$ cat src/rtl/fb_pkg.sv
// Shared types and constants for the frame-buffer arbiter: FSM state encoding,
// default address/data widths and the 640x480 frame size.
package fb_pkg;

  localparam int FB_ADDR_W      = 19;
  localparam int FB_DATA_W      = 16;
  localparam int FB_FRAME_WORDS = 640 * 480;

  typedef enum logic [1:0] {
    IDLE    = 2'd0,
    RD_CMD  = 2'd1,
    RD_DATA = 2'd2,
    WR_CMD  = 2'd3
  } fb_state_e;

endpackage

$ cat src/rtl/fb_arbiter.sv
// Frame-buffer arbiter: shares one memory port between the display read stream
// and the camera write stream, one transaction in flight at a time.
module fb_arbiter
  import fb_pkg::*;
#(
  parameter int ADDR_W        = FB_ADDR_W,
  parameter int DATA_W        = FB_DATA_W,
  parameter int MAX_RD_STREAK = 4
) (
  input  logic              i_clk,
  input  logic              i_reset,
  input  logic              i_rd_req,
  input  logic [ADDR_W-1:0] i_rd_addr,
  output logic              o_rd_ack,
  output logic              o_rd_valid,
  output logic [DATA_W-1:0] o_rd_data,
  input  logic              i_wr_req,
  input  logic [ADDR_W-1:0] i_wr_addr,
  input  logic [DATA_W-1:0] i_wr_data,
  output logic              o_wr_ack,
  output logic              o_mem_req,
  output logic              o_mem_we,
  output logic [ADDR_W-1:0] o_mem_addr,
  output logic [DATA_W-1:0] o_mem_wdata,
  input  logic              i_mem_ready,
  input  logic              i_mem_rvalid,
  input  logic [DATA_W-1:0] i_mem_rdata,
  output logic              o_busy
);

  localparam int STREAK_W = $clog2(MAX_RD_STREAK + 1);
  localparam logic [STREAK_W-1:0] STREAK_MAX = STREAK_W'(MAX_RD_STREAK);
  localparam logic [STREAK_W-1:0] STREAK_ONE = STREAK_W'(1);

  fb_state_e           state_r;
  fb_state_e           state_nxt_s;
  logic [STREAK_W-1:0] streak_r;
  logic [STREAK_W-1:0] streak_nxt_s;
  logic [ADDR_W-1:0]   mem_addr_r;
  logic [DATA_W-1:0]   mem_wdata_r;
  logic [DATA_W-1:0]   rd_data_r;
  logic                rd_valid_r;
  logic                rd_grant_s;
  logic                wr_grant_s;
  logic                rd_capture_s;

  // Arbitration: reads win unless a write has waited through a full read streak.
  always_comb begin
    rd_grant_s = 1'b0;
    wr_grant_s = 1'b0;
    if (state_r == IDLE) begin
      if (i_rd_req && (!i_wr_req || (streak_r < STREAK_MAX))) begin
        rd_grant_s = 1'b1;
      end else if (i_wr_req) begin
        wr_grant_s = 1'b1;
      end else begin
        rd_grant_s = 1'b0;
      end
    end else begin
      wr_grant_s = 1'b0;
    end
  end

  // Next-state and streak-counter logic.
  always_comb begin
    state_nxt_s  = state_r;
    streak_nxt_s = streak_r;
    case (state_r)
      IDLE: begin
        if (rd_grant_s) begin
          state_nxt_s = RD_CMD;
        end else if (wr_grant_s) begin
          state_nxt_s = WR_CMD;
        end else begin
          state_nxt_s = IDLE;
        end
        if (wr_grant_s || !i_wr_req) begin
          streak_nxt_s = '0;
        end else if (rd_grant_s && (streak_r != STREAK_MAX)) begin
          streak_nxt_s = streak_r + STREAK_ONE;
        end else begin
          streak_nxt_s = streak_r;
        end
      end
      RD_CMD:  state_nxt_s = i_mem_ready  ? RD_DATA : RD_CMD;
      RD_DATA: state_nxt_s = i_mem_rvalid ? IDLE    : RD_DATA;
      WR_CMD:  state_nxt_s = i_mem_ready  ? IDLE    : WR_CMD;
      default: state_nxt_s = IDLE;
    endcase
  end

  // State and streak registers.
  always_ff @(posedge i_clk or posedge i_reset) begin
    if (i_reset) begin
      state_r  <= IDLE;
      streak_r <= '0;
    end else begin
      state_r  <= state_nxt_s;
      streak_r <= streak_nxt_s;
    end
  end

  // Command payload is captured at grant and held untouched until the next grant.
  always_ff @(posedge i_clk or posedge i_reset) begin
    if (i_reset) begin
      mem_addr_r  <= '0;
      mem_wdata_r <= '0;
    end else if (rd_grant_s) begin
      mem_addr_r  <= i_rd_addr;
    end else if (wr_grant_s) begin
      mem_addr_r  <= i_wr_addr;
      mem_wdata_r <= i_wr_data;
    end
  end

  assign rd_capture_s = (state_r == RD_DATA) && i_mem_rvalid;

  // Read return: one-cycle valid pulse, data held between pulses.
  always_ff @(posedge i_clk or posedge i_reset) begin
    if (i_reset) begin
      rd_valid_r <= 1'b0;
      rd_data_r  <= '0;
    end else begin
      rd_valid_r <= rd_capture_s;
      if (rd_capture_s) begin
        rd_data_r <= i_mem_rdata;
      end
    end
  end

  assign o_mem_req   = (state_r == RD_CMD) || (state_r == WR_CMD);
  assign o_mem_we    = (state_r == WR_CMD);
  assign o_mem_addr  = mem_addr_r;
  assign o_mem_wdata = mem_wdata_r;
  assign o_rd_ack    = (state_r == RD_CMD) && i_mem_ready;
  assign o_wr_ack    = (state_r == WR_CMD) && i_mem_ready;
  assign o_rd_valid  = rd_valid_r;
  assign o_rd_data   = rd_data_r;
  assign o_busy      = (state_r != IDLE);

endmodule

$ cat config.mk
export PLATFORM = sky130hd
export DESIGN_NAME = fb_arbiter
export DESIGN_NICKNAME = d
export VERILOG_FILES = /design/src/rtl/fb_pkg.sv /design/src/rtl/fb_arbiter.sv
export SDC_FILE = /design/constraint.sdc
export NUM_CORES = 1
export LEC_CHECK = 0
export ABC_AREA = 1
export ABC_CLOCK_PERIOD_IN_PS = 1900
export CAP_MARGIN = 20
export CORE_UTILIZATION = 42
export CTS_BUF_LIST = sky130_fd_sc_hd__clkbuf_4 sky130_fd_sc_hd__clkbuf_8
export CTS_CLUSTER_SIZE = 28
export DETAILED_ROUTE_END_ITERATION = 16
export PLACE_DENSITY_LB_ADDON = 0.08
export SYNTH_ARGS = -nofsm -noshare
export SYNTH_HDL_FRONTEND = slang
export SYNTH_SLANG_ARGS = --single-unit
$ cat constraint.sdc
create_clock -name i_clk -period 1.9 [get_ports i_clk]
set_input_delay 0.19 -clock i_clk [delete_from_list [all_inputs] [get_ports i_clk]]
set_output_delay 0.19 -clock i_clk [all_outputs]
set_load 0.03 [all_outputs]
==> metrics.md <==
| Metric | Value |
|---|---|
| Horizontal extent of the die | `81.8 µm` |
| Starting density of the core | `44.4%` |
| Max Slew Vio Count | `0` |
| Post-synth EDFFs | `0` |
| H-tree level count | `3` |
| Areal power density over the cells | `1720 mW/mm²` |
| Via count of the first global-routing pass | `2402` |
| Post-synthesis async set-or-reset flop share | `100%` |
| Mean cell area of the mapped netlist | `8.37 µm²` |
| Clock buffers created by TritonCTS | `9` |
| Vias/cell | `4.68` |
| Post-synthesis cell area | `0.00268 mm²` |
| Leading cell types in the layout, fill and taps excluded | `nand2_1, clkdlybuf4s50_1, dfrtp_1` |
| Wire length of the first global-routing pass | `10.8 mm` |
| Share of the synthesized area in the top cell type | `53.3%` |
| Setup Crit Path Kind | `flip-flop to output pin` |
| DRC violations left | `0` |
| Clock-pin slew on the worst setup and hold paths | `0.07 ns` |
| Final sum of negative setup slack | `0 ns` |
| Startpoint types | `flip-flop` |
| Final antenna-violating net count | `0` |
| Final number of hold-violating endpoints | `0` |
| Largest cells by area after synthesis | `dfrtp_1, nand2_1, nand4_1` |
| Synth Flop Type | `dfrtp_1` |
| Register bit total from synthesis | `57` |
| Post-CTS Setup Bufs | `0` |
| Clock network latency to the later pin of the worst-skew pair | `0.33 ns` |
| Post-detailed-placement half-perimeter wirelength | `4.68 mm` |
| Gate count after technology mapping | `320` |
| Actual slew at the worst max-slew pin | `0.417 ns` |
| Standby leakage power | `2.17 nW` |
| Cell type contributing the most total cell area after synthesis | `dfrtp_1` |
| Yosys warnings | `0` |
| DRC violation total after the first TritonRoute iteration | `154` |
| Final-report setup violation count | `0` |
| Sum of overflow across all layers after global routing | `0` |
| Arrival time reported for the critical path endpoint | `1.56 ns` |
| Filler Cell Count | `476` |
| Result of the run | `finished clean` |
| End-of-flow core utilization | `71.3%` |
| Largest net degree at the start of global routing | `58` |
| Post-cts gate resize count | `4` |
| Worst IR drop on VDD | `0.965 mV` |
| Post-Syn Nets | `398` |
| Worst-path cell with the longest stage delay | `dfrtp_1` |
| Area of the core | `0.00603 mm²` |
| Final Skew | `0.00723 ns` |
| Series of cell instances along the critical path | `nand2_1 -> nor2_1 -> dlygate4sd2_1` |
| Crit-path max FO | `6` |
| Antenna violations before repair | `0` |
| Total Nets Final | `531` |
| Fraction of layout cells with a size suffix above 1 | `9.83%` |
| Most common library cell in the layout ignoring fill and taps | `nand2_1` |
| Stage delay of the slowest cell on the critical path | `0.53 ns` |
| Min cycle time layout | `1.75 ns` |
| CTS tree | `yes` |
| Number of rows created at floorplan | `28` |
| Slew headroom | `72.2%` |
| Vert. Die Dim | `81.8 µm` |
| Via total after detailed routing | `2496` |
| Clk buf depth | `2` |
| GR Util All Layers | `21.7%` |
| Num Clock Sinks | `57` |
| Data required time of the worst path | `1.71 ns` |
| Wire per inst | `13.1 µm` |
| Count of buffers inserted at the top-level ports | `132` |
| Layout overhead on the synthesized area | `60.4%` |
| Wirelength, routed | `6.97 mm` |
| Fmax achieved | `571 MHz` |
| Number of buffers inserted for hold repair after clock tree synthesis | `0` |
| Classification of the worst-slack hold path | `primary input to asynchronous set/reset pin` |
| Clock root cell | `clkbuf_8` |
| Final period utilization | `92.2%` |
| Crit end category | `output pin` |
| Fraction of the yosys area taken by sequential cells | `53.3%` |
| Unrepaired setup endpoints after global routing | `no` |
| Kind of cell with the highest combined delay on the critical path | `flip-flops` |
| I/O pins | `133` |
| Number of diodes | `0` |
| Netlist cell types | `22` |
| Die footprint | `0.00670 mm²` |
| Total iterations of the first detailed-routing run | `7` |
| Number of buffers and inverters on the critical path | `1` |
| Max cap viols | `0` |
| Placer Congestion | `0.696` |
[where the power goes]
part | internal [mW] | switching (mW) | leakage (nW)
clock | 1.01 | 0.515 | 0.130
combinational | 1.52 | 2.23 | 1.32
sequential | 1.76 | 0.334 | 0.716
total | 4.29 | 3.08 | 2.17
[metal layers]
layer / track usage (%) / vias to the layer above / share of wire, %
met1: 26.5 / 1134 / 43
met5: 0 / - / 0
met3: 6.44 / 13 / 8.1
li1: - / 1257 / -
met4: 9.47 / 0 / 1.9
met2: 35.2 / 92 / 47
[worst reg2reg max path, delay by kind of cell, from the launching register on]
kind                   cells  cell delay (ns)
AOI/OAI and AO/OA          1             0.07
DFF                        1             0.49
buffers and inverters      1             0.22
and+or+nand+nor            3             0.77
[layout make-up]
class / count / area, µm² / share of cell area (%)
sequential: 57 / 1430 / 33.2
timing repair buffer: 139 / 1380 / 32.2
multi-input combinational: 219 / 1010 / 23.6
clock inverter: 7 / 141 / 3.29
clock buffer: 9 / 124 / 2.88
inverter: 27 / 115 / 2.68
tap: 75 / 93.8 / 2.18
[cell families after synthesis]
family / after synthesis / synth area share, %
simple gates: 196 / 31.3
flops: 57 / 53.3
buf+inv: 44 / 8.88
compound gates: 20 / 5.28
fa+ha+maj: 2 / 0.934
xor+xnor: 1 / 0.327
[synth_stat cells (2+ instances only)]
library cell / count
buf_6: 5
dfrtp_1: 57
buf_4: 3
nand4_1: 19
inv_1: 21
nand2_1: 164
ha_1: 2
nor2_1: 2
o21ai_1: 10
buf_2: 8
inv_2: 5
nand3_1: 5
nand3_4: 2
o21ai_2: 9
[metrics by stage]
step / power, mW / hold slack [ns] / worst slack (ns) / cells / instance area [µm²]
finish: 7.37 / 0.253 / 0.148 / 533 / 4300
CTS: 7.44 / 0.268 / 0.122 / 533 / 4300
global route: 7.81 / 0.287 / 0.0418 / 533 / 4300
global placement: 5.83 / 0.461 / 0.123 / 517 / 4040
detailed placement: 5.90 / 0.464 / 0.115 / 517 / 4040
floorplan: 4.37 / 0.271 / 0.310 / 320 / 2680
[flip-flops by register name, indices dropped and copies added (netlist names)]
name and flops:
o_rd_data 16, state_r 2, o_mem_wdata 16, streak_r 3, o_rd_valid 1, o_mem_addr 19
[worst paths after layout]
check / start / end / slack [ns] / cells past startpoint
max in group asynchronous: i_reset / o_mem_addr[1] / 1.38 / 3
min in group i_clk: i_mem_rdata[2] / o_rd_data[2] / 0.38 / 3
max reg2reg: state_r[1] / o_mem_wdata[13] / 0.23 / 5
min: i_reset / o_mem_addr[16] / 0.25 / 3
max: state_r[1] / o_wr_ack / 0.15 / 3
min reg2reg: o_mem_addr[1] / o_mem_addr[1] / 0.48 / 2
(Power assumes the default switching activity.)
